File: src/rtl/vga_sync_receiver_if.sv
// VGA sink bus: raw sync/blank inputs plus the recovered coordinates and timing status.
// pixel_valid qualifies x/y in the same cycle; there is no back-pressure, and every other output is a level or a one-cycle pulse.
interface vga_sync_receiver_if;
  logic       hsync_in;
  logic       vsync_in;
  logic       blank_n_in;
  logic [9:0] x;
  logic [9:0] y;
  logic       pixel_valid;
  logic       line_start;
  logic       frame_start;
  logic [9:0] line_len;
  logic [9:0] frame_lines;
  logic       locked;
  logic       timing_error;
  logic [1:0] dbg_state;

  modport master (
    output hsync_in, vsync_in, blank_n_in,
    input  x, y, pixel_valid, line_start, frame_start,
    input  line_len, frame_lines, locked, timing_error, dbg_state
  );

  modport slave (
    input  hsync_in, vsync_in, blank_n_in,
    output x, y, pixel_valid, line_start, frame_start,
    output line_len, frame_lines, locked, timing_error, dbg_state
  );
endinterface

File: src/rtl/vga_sync_receiver.sv
// VGA sync receiver: recovers active-pixel coordinates, measures line/frame
// lengths and tracks lock against the nominal mode.
module vga_sync_receiver #(
  parameter int H_ACTIVE    = 640,
  parameter int V_ACTIVE    = 480,
  parameter int H_TOTAL     = 800,
  parameter int V_TOTAL     = 525,
  parameter int SYNC_POL    = 0,
  parameter int LOCK_FRAMES = 2
) (
  input logic                pixel_clk,
  input logic                reset_n,
  vga_sync_receiver_if.slave vga
);

  localparam logic [1:0] ST_SEARCH = 2'd0;
  localparam logic [1:0] ST_CHECK  = 2'd1;
  localparam logic [1:0] ST_LOCKED = 2'd2;

  localparam logic [9:0] CNT_MAX    = 10'd1023;
  localparam logic [9:0] H_ACTIVE_C = 10'(H_ACTIVE);
  localparam logic [9:0] V_ACTIVE_C = 10'(V_ACTIVE);
  localparam logic [9:0] H_TOTAL_C  = 10'(H_TOTAL);
  localparam logic [9:0] V_TOTAL_C  = 10'(V_TOTAL);
  localparam logic [2:0] LOCK_C     = 3'(LOCK_FRAMES);
  localparam logic       SYNC_LVL   = (SYNC_POL != 0);

  logic       hs_q, vs_q, bn_q, hs_prev_q, vs_prev_q;
  logic [9:0] hcnt_q, hcnt_d, xcnt_q, xcnt_d, ycnt_q, ycnt_d, vcnt_q, vcnt_d;
  logic       h_started_q, h_started_d, frame_err_q, frame_err_d;
  logic [2:0] good_q, good_d;
  logic [1:0] state_q, state_d;
  logic [9:0] x_q, x_d, y_q, y_d, line_len_q, line_len_d, frame_lines_q, frame_lines_d;
  logic       pv_q, pv_d, ls_q, ls_d, fs_q, fs_d, locked_q, locked_d, terr_q, terr_d;

  logic       h_edge, v_edge, line_active, line_bad, frame_cnt_bad, frame_bad;
  logic [9:0] line_len_new, xcnt_cur, ycnt_after, vcnt_after;

  function automatic logic [9:0] sat_inc(input logic [9:0] v);
    return (v == CNT_MAX) ? v : v + 10'd1;
  endfunction

  assign h_edge = (hs_q == SYNC_LVL) && (hs_prev_q != SYNC_LVL);
  assign v_edge = (vs_q == SYNC_LVL) && (vs_prev_q != SYNC_LVL);

  always_comb begin
    hcnt_d        = hcnt_q;
    xcnt_d        = xcnt_q;
    ycnt_d        = ycnt_q;
    vcnt_d        = vcnt_q;
    h_started_d   = h_started_q;
    frame_err_d   = frame_err_q;
    good_d        = good_q;
    state_d       = state_q;
    x_d           = x_q;
    y_d           = y_q;
    line_len_d    = line_len_q;
    frame_lines_d = frame_lines_q;
    locked_d      = locked_q;
    pv_d          = bn_q;
    ls_d          = h_edge;
    fs_d          = v_edge;
    terr_d        = 1'b0;

    // A line closing before the first measured edge counts as bad timing.
    line_len_new  = sat_inc(hcnt_q);
    line_active   = (xcnt_q != 10'd0);
    line_bad      = !h_started_q || (line_len_new != H_TOTAL_C) ||
                    (line_active && (xcnt_q != H_ACTIVE_C));
    ycnt_after    = (h_edge && line_active) ? sat_inc(ycnt_q) : ycnt_q;
    vcnt_after    = h_edge ? sat_inc(vcnt_q) : vcnt_q;
    frame_cnt_bad = (vcnt_after != V_TOTAL_C) || (ycnt_after != V_ACTIVE_C);
    frame_bad     = frame_err_q || (h_edge && line_bad) || frame_cnt_bad;

    if (h_edge) begin
      hcnt_d      = 10'd0;
      h_started_d = 1'b1;
      vcnt_d      = vcnt_after;
      ycnt_d      = ycnt_after;
      if (h_started_q) line_len_d = line_len_new;
      if (line_bad) frame_err_d = 1'b1;
    end else begin
      hcnt_d = sat_inc(hcnt_q);
    end

    xcnt_cur = h_edge ? 10'd0 : xcnt_q;
    xcnt_d   = xcnt_cur;
    if (bn_q) begin
      x_d    = xcnt_cur;
      xcnt_d = sat_inc(xcnt_cur);
      y_d    = v_edge ? 10'd0 : ycnt_after;
    end else if (v_edge) begin
      y_d = 10'd0;
    end

    // The line close above is folded in before the frame is closed here.
    if (v_edge) begin
      frame_lines_d = vcnt_after;
      vcnt_d        = 10'd0;
      ycnt_d        = 10'd0;
      frame_err_d   = 1'b0;
    end

    case (state_q)
      ST_SEARCH: begin
        locked_d = 1'b0;
        if (v_edge) begin
          state_d = ST_CHECK;
          good_d  = 3'd0;
        end
      end
      ST_CHECK: begin
        if (v_edge) begin
          if (frame_bad) begin
            good_d = 3'd0;
          end else if (good_q + 3'd1 == LOCK_C) begin
            good_d   = good_q + 3'd1;
            state_d  = ST_LOCKED;
            locked_d = 1'b1;
          end else begin
            good_d = good_q + 3'd1;
          end
        end
      end
      ST_LOCKED: begin
        if ((h_edge && line_bad) || (v_edge && frame_cnt_bad)) begin
          terr_d   = 1'b1;
          locked_d = 1'b0;
          state_d  = ST_SEARCH;
        end
      end
      default: begin
        state_d  = ST_SEARCH;
        locked_d = 1'b0;
      end
    endcase

    if ((state_d == ST_SEARCH) && (state_q != ST_SEARCH)) begin
      frame_err_d = 1'b0;
      h_started_d = 1'b0;
      good_d      = 3'd0;
    end
  end

  always_ff @(posedge pixel_clk or negedge reset_n) begin
    if (!reset_n) begin
      hs_q          <= 1'b0;
      vs_q          <= 1'b0;
      bn_q          <= 1'b0;
      hs_prev_q     <= 1'b0;
      vs_prev_q     <= 1'b0;
      hcnt_q        <= 10'd0;
      xcnt_q        <= 10'd0;
      ycnt_q        <= 10'd0;
      vcnt_q        <= 10'd0;
      h_started_q   <= 1'b0;
      frame_err_q   <= 1'b0;
      good_q        <= 3'd0;
      state_q       <= ST_SEARCH;
      x_q           <= 10'd0;
      y_q           <= 10'd0;
      line_len_q    <= 10'd0;
      frame_lines_q <= 10'd0;
      pv_q          <= 1'b0;
      ls_q          <= 1'b0;
      fs_q          <= 1'b0;
      locked_q      <= 1'b0;
      terr_q        <= 1'b0;
    end else begin
      hs_q          <= vga.hsync_in;
      vs_q          <= vga.vsync_in;
      bn_q          <= vga.blank_n_in;
      hs_prev_q     <= hs_q;
      vs_prev_q     <= vs_q;
      hcnt_q        <= hcnt_d;
      xcnt_q        <= xcnt_d;
      ycnt_q        <= ycnt_d;
      vcnt_q        <= vcnt_d;
      h_started_q   <= h_started_d;
      frame_err_q   <= frame_err_d;
      good_q        <= good_d;
      state_q       <= state_d;
      x_q           <= x_d;
      y_q           <= y_d;
      line_len_q    <= line_len_d;
      frame_lines_q <= frame_lines_d;
      pv_q          <= pv_d;
      ls_q          <= ls_d;
      fs_q          <= fs_d;
      locked_q      <= locked_d;
      terr_q        <= terr_d;
    end
  end

  assign vga.x            = x_q;
  assign vga.y            = y_q;
  assign vga.pixel_valid  = pv_q;
  assign vga.line_start   = ls_q;
  assign vga.frame_start  = fs_q;
  assign vga.line_len     = line_len_q;
  assign vga.frame_lines  = frame_lines_q;
  assign vga.locked       = locked_q;
  assign vga.timing_error = terr_q;
  assign vga.dbg_state    = state_q;

endmodule

File: src/flat_wrapper.sv
// flat-port wrapper written by rule: the top's interface ports become plain ports
module vga_sync_receiver_flat 
#(
  parameter int H_ACTIVE    = 640,
  parameter int V_ACTIVE    = 480,
  parameter int H_TOTAL     = 800,
  parameter int V_TOTAL     = 525,
  parameter int SYNC_POL    = 0,
  parameter int LOCK_FRAMES = 2
)
  (pixel_clk, reset_n, vga_hsync_in, vga_vsync_in, vga_blank_n_in, vga_x, vga_y, vga_pixel_valid, vga_line_start, vga_frame_start, vga_line_len, vga_frame_lines, vga_locked, vga_timing_error, vga_dbg_state);
  vga_sync_receiver_if vga_i ();
  input logic pixel_clk;
  input logic reset_n;
  input wire logic [$bits(vga_i.hsync_in)-1:0] vga_hsync_in;
  input wire logic [$bits(vga_i.vsync_in)-1:0] vga_vsync_in;
  input wire logic [$bits(vga_i.blank_n_in)-1:0] vga_blank_n_in;
  output wire logic [$bits(vga_i.x)-1:0] vga_x;
  output wire logic [$bits(vga_i.y)-1:0] vga_y;
  output wire logic [$bits(vga_i.pixel_valid)-1:0] vga_pixel_valid;
  output wire logic [$bits(vga_i.line_start)-1:0] vga_line_start;
  output wire logic [$bits(vga_i.frame_start)-1:0] vga_frame_start;
  output wire logic [$bits(vga_i.line_len)-1:0] vga_line_len;
  output wire logic [$bits(vga_i.frame_lines)-1:0] vga_frame_lines;
  output wire logic [$bits(vga_i.locked)-1:0] vga_locked;
  output wire logic [$bits(vga_i.timing_error)-1:0] vga_timing_error;
  output wire logic [$bits(vga_i.dbg_state)-1:0] vga_dbg_state;
  assign vga_i.hsync_in = vga_hsync_in;
  assign vga_i.vsync_in = vga_vsync_in;
  assign vga_i.blank_n_in = vga_blank_n_in;
  assign vga_x = vga_i.x;
  assign vga_y = vga_i.y;
  assign vga_pixel_valid = vga_i.pixel_valid;
  assign vga_line_start = vga_i.line_start;
  assign vga_frame_start = vga_i.frame_start;
  assign vga_line_len = vga_i.line_len;
  assign vga_frame_lines = vga_i.frame_lines;
  assign vga_locked = vga_i.locked;
  assign vga_timing_error = vga_i.timing_error;
  assign vga_dbg_state = vga_i.dbg_state;
  vga_sync_receiver #(.H_ACTIVE(H_ACTIVE), .V_ACTIVE(V_ACTIVE), .H_TOTAL(H_TOTAL), .V_TOTAL(V_TOTAL), .SYNC_POL(SYNC_POL), .LOCK_FRAMES(LOCK_FRAMES)) u_core (.pixel_clk(pixel_clk), .reset_n(reset_n), .vga(vga_i));
endmodule
File: config.mk
export PLATFORM = sky130hd
export DESIGN_NAME = vga_sync_receiver_flat
export DESIGN_NICKNAME = d
export VERILOG_FILES = /design/src/rtl/vga_sync_receiver_if.sv /design/src/rtl/vga_sync_receiver.sv /design/src/flat_wrapper.sv
export SDC_FILE = /design/constraint.sdc
export NUM_CORES = 1
export LEC_CHECK = 0
export ABC_AREA = 1
export CORE_ASPECT_RATIO = 1.25
export CORE_MARGIN = 2
export CORE_UTILIZATION = 61
export CTS_CLUSTER_DIAMETER = 30
export CTS_CLUSTER_SIZE = 24
export DETAILED_ROUTE_END_ITERATION = 8
export GPL_TIMING_DRIVEN = 0
export PLACE_DENSITY = 0.91
export SYNTH_ARGS = -nofsm -noshare
export SYNTH_HDL_FRONTEND = slang
export SYNTH_SLANG_ARGS = --single-unit
File: constraint.sdc
create_clock -name pixel_clk -period 4.2 [get_ports pixel_clk]
set_input_delay 0.63 -clock pixel_clk [delete_from_list [all_inputs] [get_ports pixel_clk]]
set_output_delay 0.63 -clock pixel_clk [all_outputs]
set_load 0.005 [all_outputs]
==> flow_summary.ini <==
[place]
port_buffers = 51
numPlacedInstances = 776
hpwl_mm = 8.14
gp_congestion = 0.908
place_area_sq_um = 5600

[cts]
post_cts_buffers = 0
cts_resized = 0
ctsHoldBuffers = 0
clockRootBuffer = clkbuf_8
cts.sinks = 97
clk_latency_ns = 0.38
cts-buffers-inserted = 9
clk_pin_slew_ns = 0.09
clk_path_buf_depth = 2
htree_levels = 3
cts_tree = built

[job]
maxCapViolCount = 0

[power_and_ir_drop]
clock_power_share_pct = 25.2
power_frac_seq_pct = 50.3
p_leak_nw = 2.92
max-vdd-ir-drop_uv = 284
comb_power_share_pct = 24.5
switchingPower_mw = 0.713
total_power_mw = 2.23
power_density_nw_per_um2 = 387
p_int_mw = 1.52
p_sw_share_pct = 31.9

[finish]
fill_cells = 597
fin_util_pct = 73.6
stdcell_count = 792
nets = 703
layout-drive-gt1-share_pct = 7.17
syn2layout_area_growth_pct = 16.8
final_area_sq_um = 5770
seqCellArea_sq_um = 2430
multi_input_area_sq_um = 2140
antennaDiodeCount = 0

[detailed_routing]
drt_iter0_markers = 296
vias_per_cell = 5.46
wl_met2_mm = 5.87
dr_wl_met3_microns = 519
via_count = 4323
first_pass_iters = 4
final_antenna_net_count = 0
wire_per_inst_microns = 13.9
top_layer = met4
met1_length_mm = 4.40
remaining_drc_errors = 0
routed_wl_mm = 11.0

[yosys]
synthAdderAreaFrac_pct = 1.52
synth_edf_count = 0
synth_top_area_share_pct = 49.1
netlist_instances = 629
synth_common_cells = nand2_1 (184), dfrtp_1 (97), nor2_1 (86)
synth_xor_area_share_pct = 2.68
synth-seq-area-share_pct = 49.1
synthMostInstantiatedCell = nand2_1
synth-compound-area-share_pct = 6.18
muxShareOfSynthArea_pct = 0
synth_top_family_by_area = simple AND/OR/NAND/NOR gates
post-synth-top-area-cell = dfrtp_1
async_flop_share_pct = 100
avgSynthCellArea_sq_um = 7.86
syn-num-nets = 640
synthDistinctLibCells = 37
synth-simple-area-share_pct = 32.8
synthTopCellsByArea = dfrtp_1 (49%), nand2_1 (14%), nor2_1 (6.5%)
synth-seq-cells = 97
synth-main-ff-cell = dfrtp_1
netlist_area_sq_um = 4940
yosys_warnings = 0

[floorplanning]
dieHeight_microns = 105
dieArea_sq_um = 8850
die_x_microns = 84.5
rows = 36
core_sq_um = 7840
io_pins = 52
initial_core_util_pct = 63.1

[sta]
slew_headroom_pct = 40.1
period_needed_ns = 2.60
setup_viol = 0
slew_viol_final = 0
finClkSkew_ns = 0.00823
finalCritPeriodShare_pct = 62.0
worstMarginPinSlew_ns = 0.894
fmax_ghz = 0.384
rsz0062_at_grt = no
hold_violations = 0

[run_status]
status = completed

[global_route]
grt_pass1_wl_mm = 19.2
antenna_found_initial = 0
gr-total-overflow = 0
grt_pass1_vias = 4356
grt_max_degree = 57
grt_usage_pct = 26.8

[setup_path]
required_ns = 4.51
end_kind = flop
cp-start-kind = flop
cp-startpoint = u_core.hs_prev_q$_DFF_PN0_
worstPathArrival_ns = 2.91
critPathKind = flop to flop
crit_fanout = 10
r2r-start = u_core.hs_prev_q$_DFF_PN0_

[worst_hold_path]
hold_path_class = input port to asynchronous set/reset pin
metal layers:
layer	track usage (%)	up-vias
met2	46.1	124
met4	12.9	0
met5	0	-
met3	6.16	28
li1	-	2108
met1	31.4	2063
registers in the layout, summed over array words and instances, names as in the netlist, 2 cells and up:
register,flops
u_core.vga.y,10
u_core.vga.frame_lines,10
u_core.vcnt_q,10
u_core.vga.dbg_state,2
u_core.good_q,3
u_core.vga.line_len,10
u_core.vga.x,10
u_core.hcnt_q,10
u_core.ycnt_q,10
u_core.xcnt_q,10
through the flow:
step	worst slack (ns)	setup TNS, ns	hold WS (ns)
6_report	1.60	0	0.226
3_3_place_gp	-0.903	-86.94	0.360
2_1_floorplan	2.10	0	0.334
5_1_grt	1.36	0	0.256
3_5_place_dp	1.71	0	0.362
4_1_cts	1.64	0	0.243
cells in the final DEF, fill, tap and decap left out, types with 10 or more instances in the layout:
cell type          n
inv_1             76
nand4_1           10
clkbuf_1          11
dfrtp_1           97
nor2_1            86
clkdlybuf4s50_1   50
clkbuf_8          12
nand3_1           48
nand2_1          184
o21ai_0           31
a22o_1            10
cells by family (layout without fill, tap and decap cells):
family	after synthesis	count (layout)
adder cells (fa/ha/maj)	6	6
AO/OA/AOI/OAI	52	52
AND/OR/NAND/NOR	368	368
XOR/XNOR	13	13
flip-flops	97	97
buffers and inverters	93	161
power by group through the flow:
stage | sequential (mW) | combinational (mW) | clock [mW]
3_3_place_gp | 1.13 | 0.516 | 0
3_5_place_dp | 1.14 | 0.540 | 0
4_1_cts | 1.12 | 0.547 | 0.572
2_1_floorplan | 1.13 | 0.323 | 0
6_report | 1.12 | 0.547 | 0.562
5_1_grt | 1.14 | 0.621 | 0.609
cell type report:
type,count,share of cell area (%)
sequential,97,42.1
clock buffer,13,2.75
timing repair buffer,52,9.28
tap,95,2.06
buffer,15,1.52
clock inverter,3,0.260
inverter,78,5.07
multi-input combinational,439,37.0
worst max-delay path: stages (launching register included):
cell and delay (ns):
dfrtp_1 0.38, nand2_1 0.09, inv_2 0.10, clkbuf_8 0.19, nor2_1 0.23, ha_1 0.21
inv_1 0.06, nor3_1 0.25, nand3_1 0.15, nor3_1 0.22, nand3_1 0.11, nand2_1 0.17
inv_1 0.11, nand2_1 0.11, xor2_1 0.14
path summary, 6_finish.rpt:
kind	cells after the start	slack, ns	to
hold reg to reg	0	0.38	u_core.vga.pixel_valid$_DFF_PN0_
setup / recovery	14	1.60	u_core.xcnt_q[3]$_DFF_PN0_
max in group asynchronous	2	3.32	u_core.ycnt_q[9]$_DFFE_PN0P_
setup reg to reg	14	1.60	u_core.xcnt_q[3]$_DFF_PN0_
min in group pixel_clk	0	0.38	u_core.vga.pixel_valid$_DFF_PN0_
hold / removal	1	0.23	u_core.vga.line_len[0]$_DFFE_PN0P_
(Power assumes the default switching activity.)
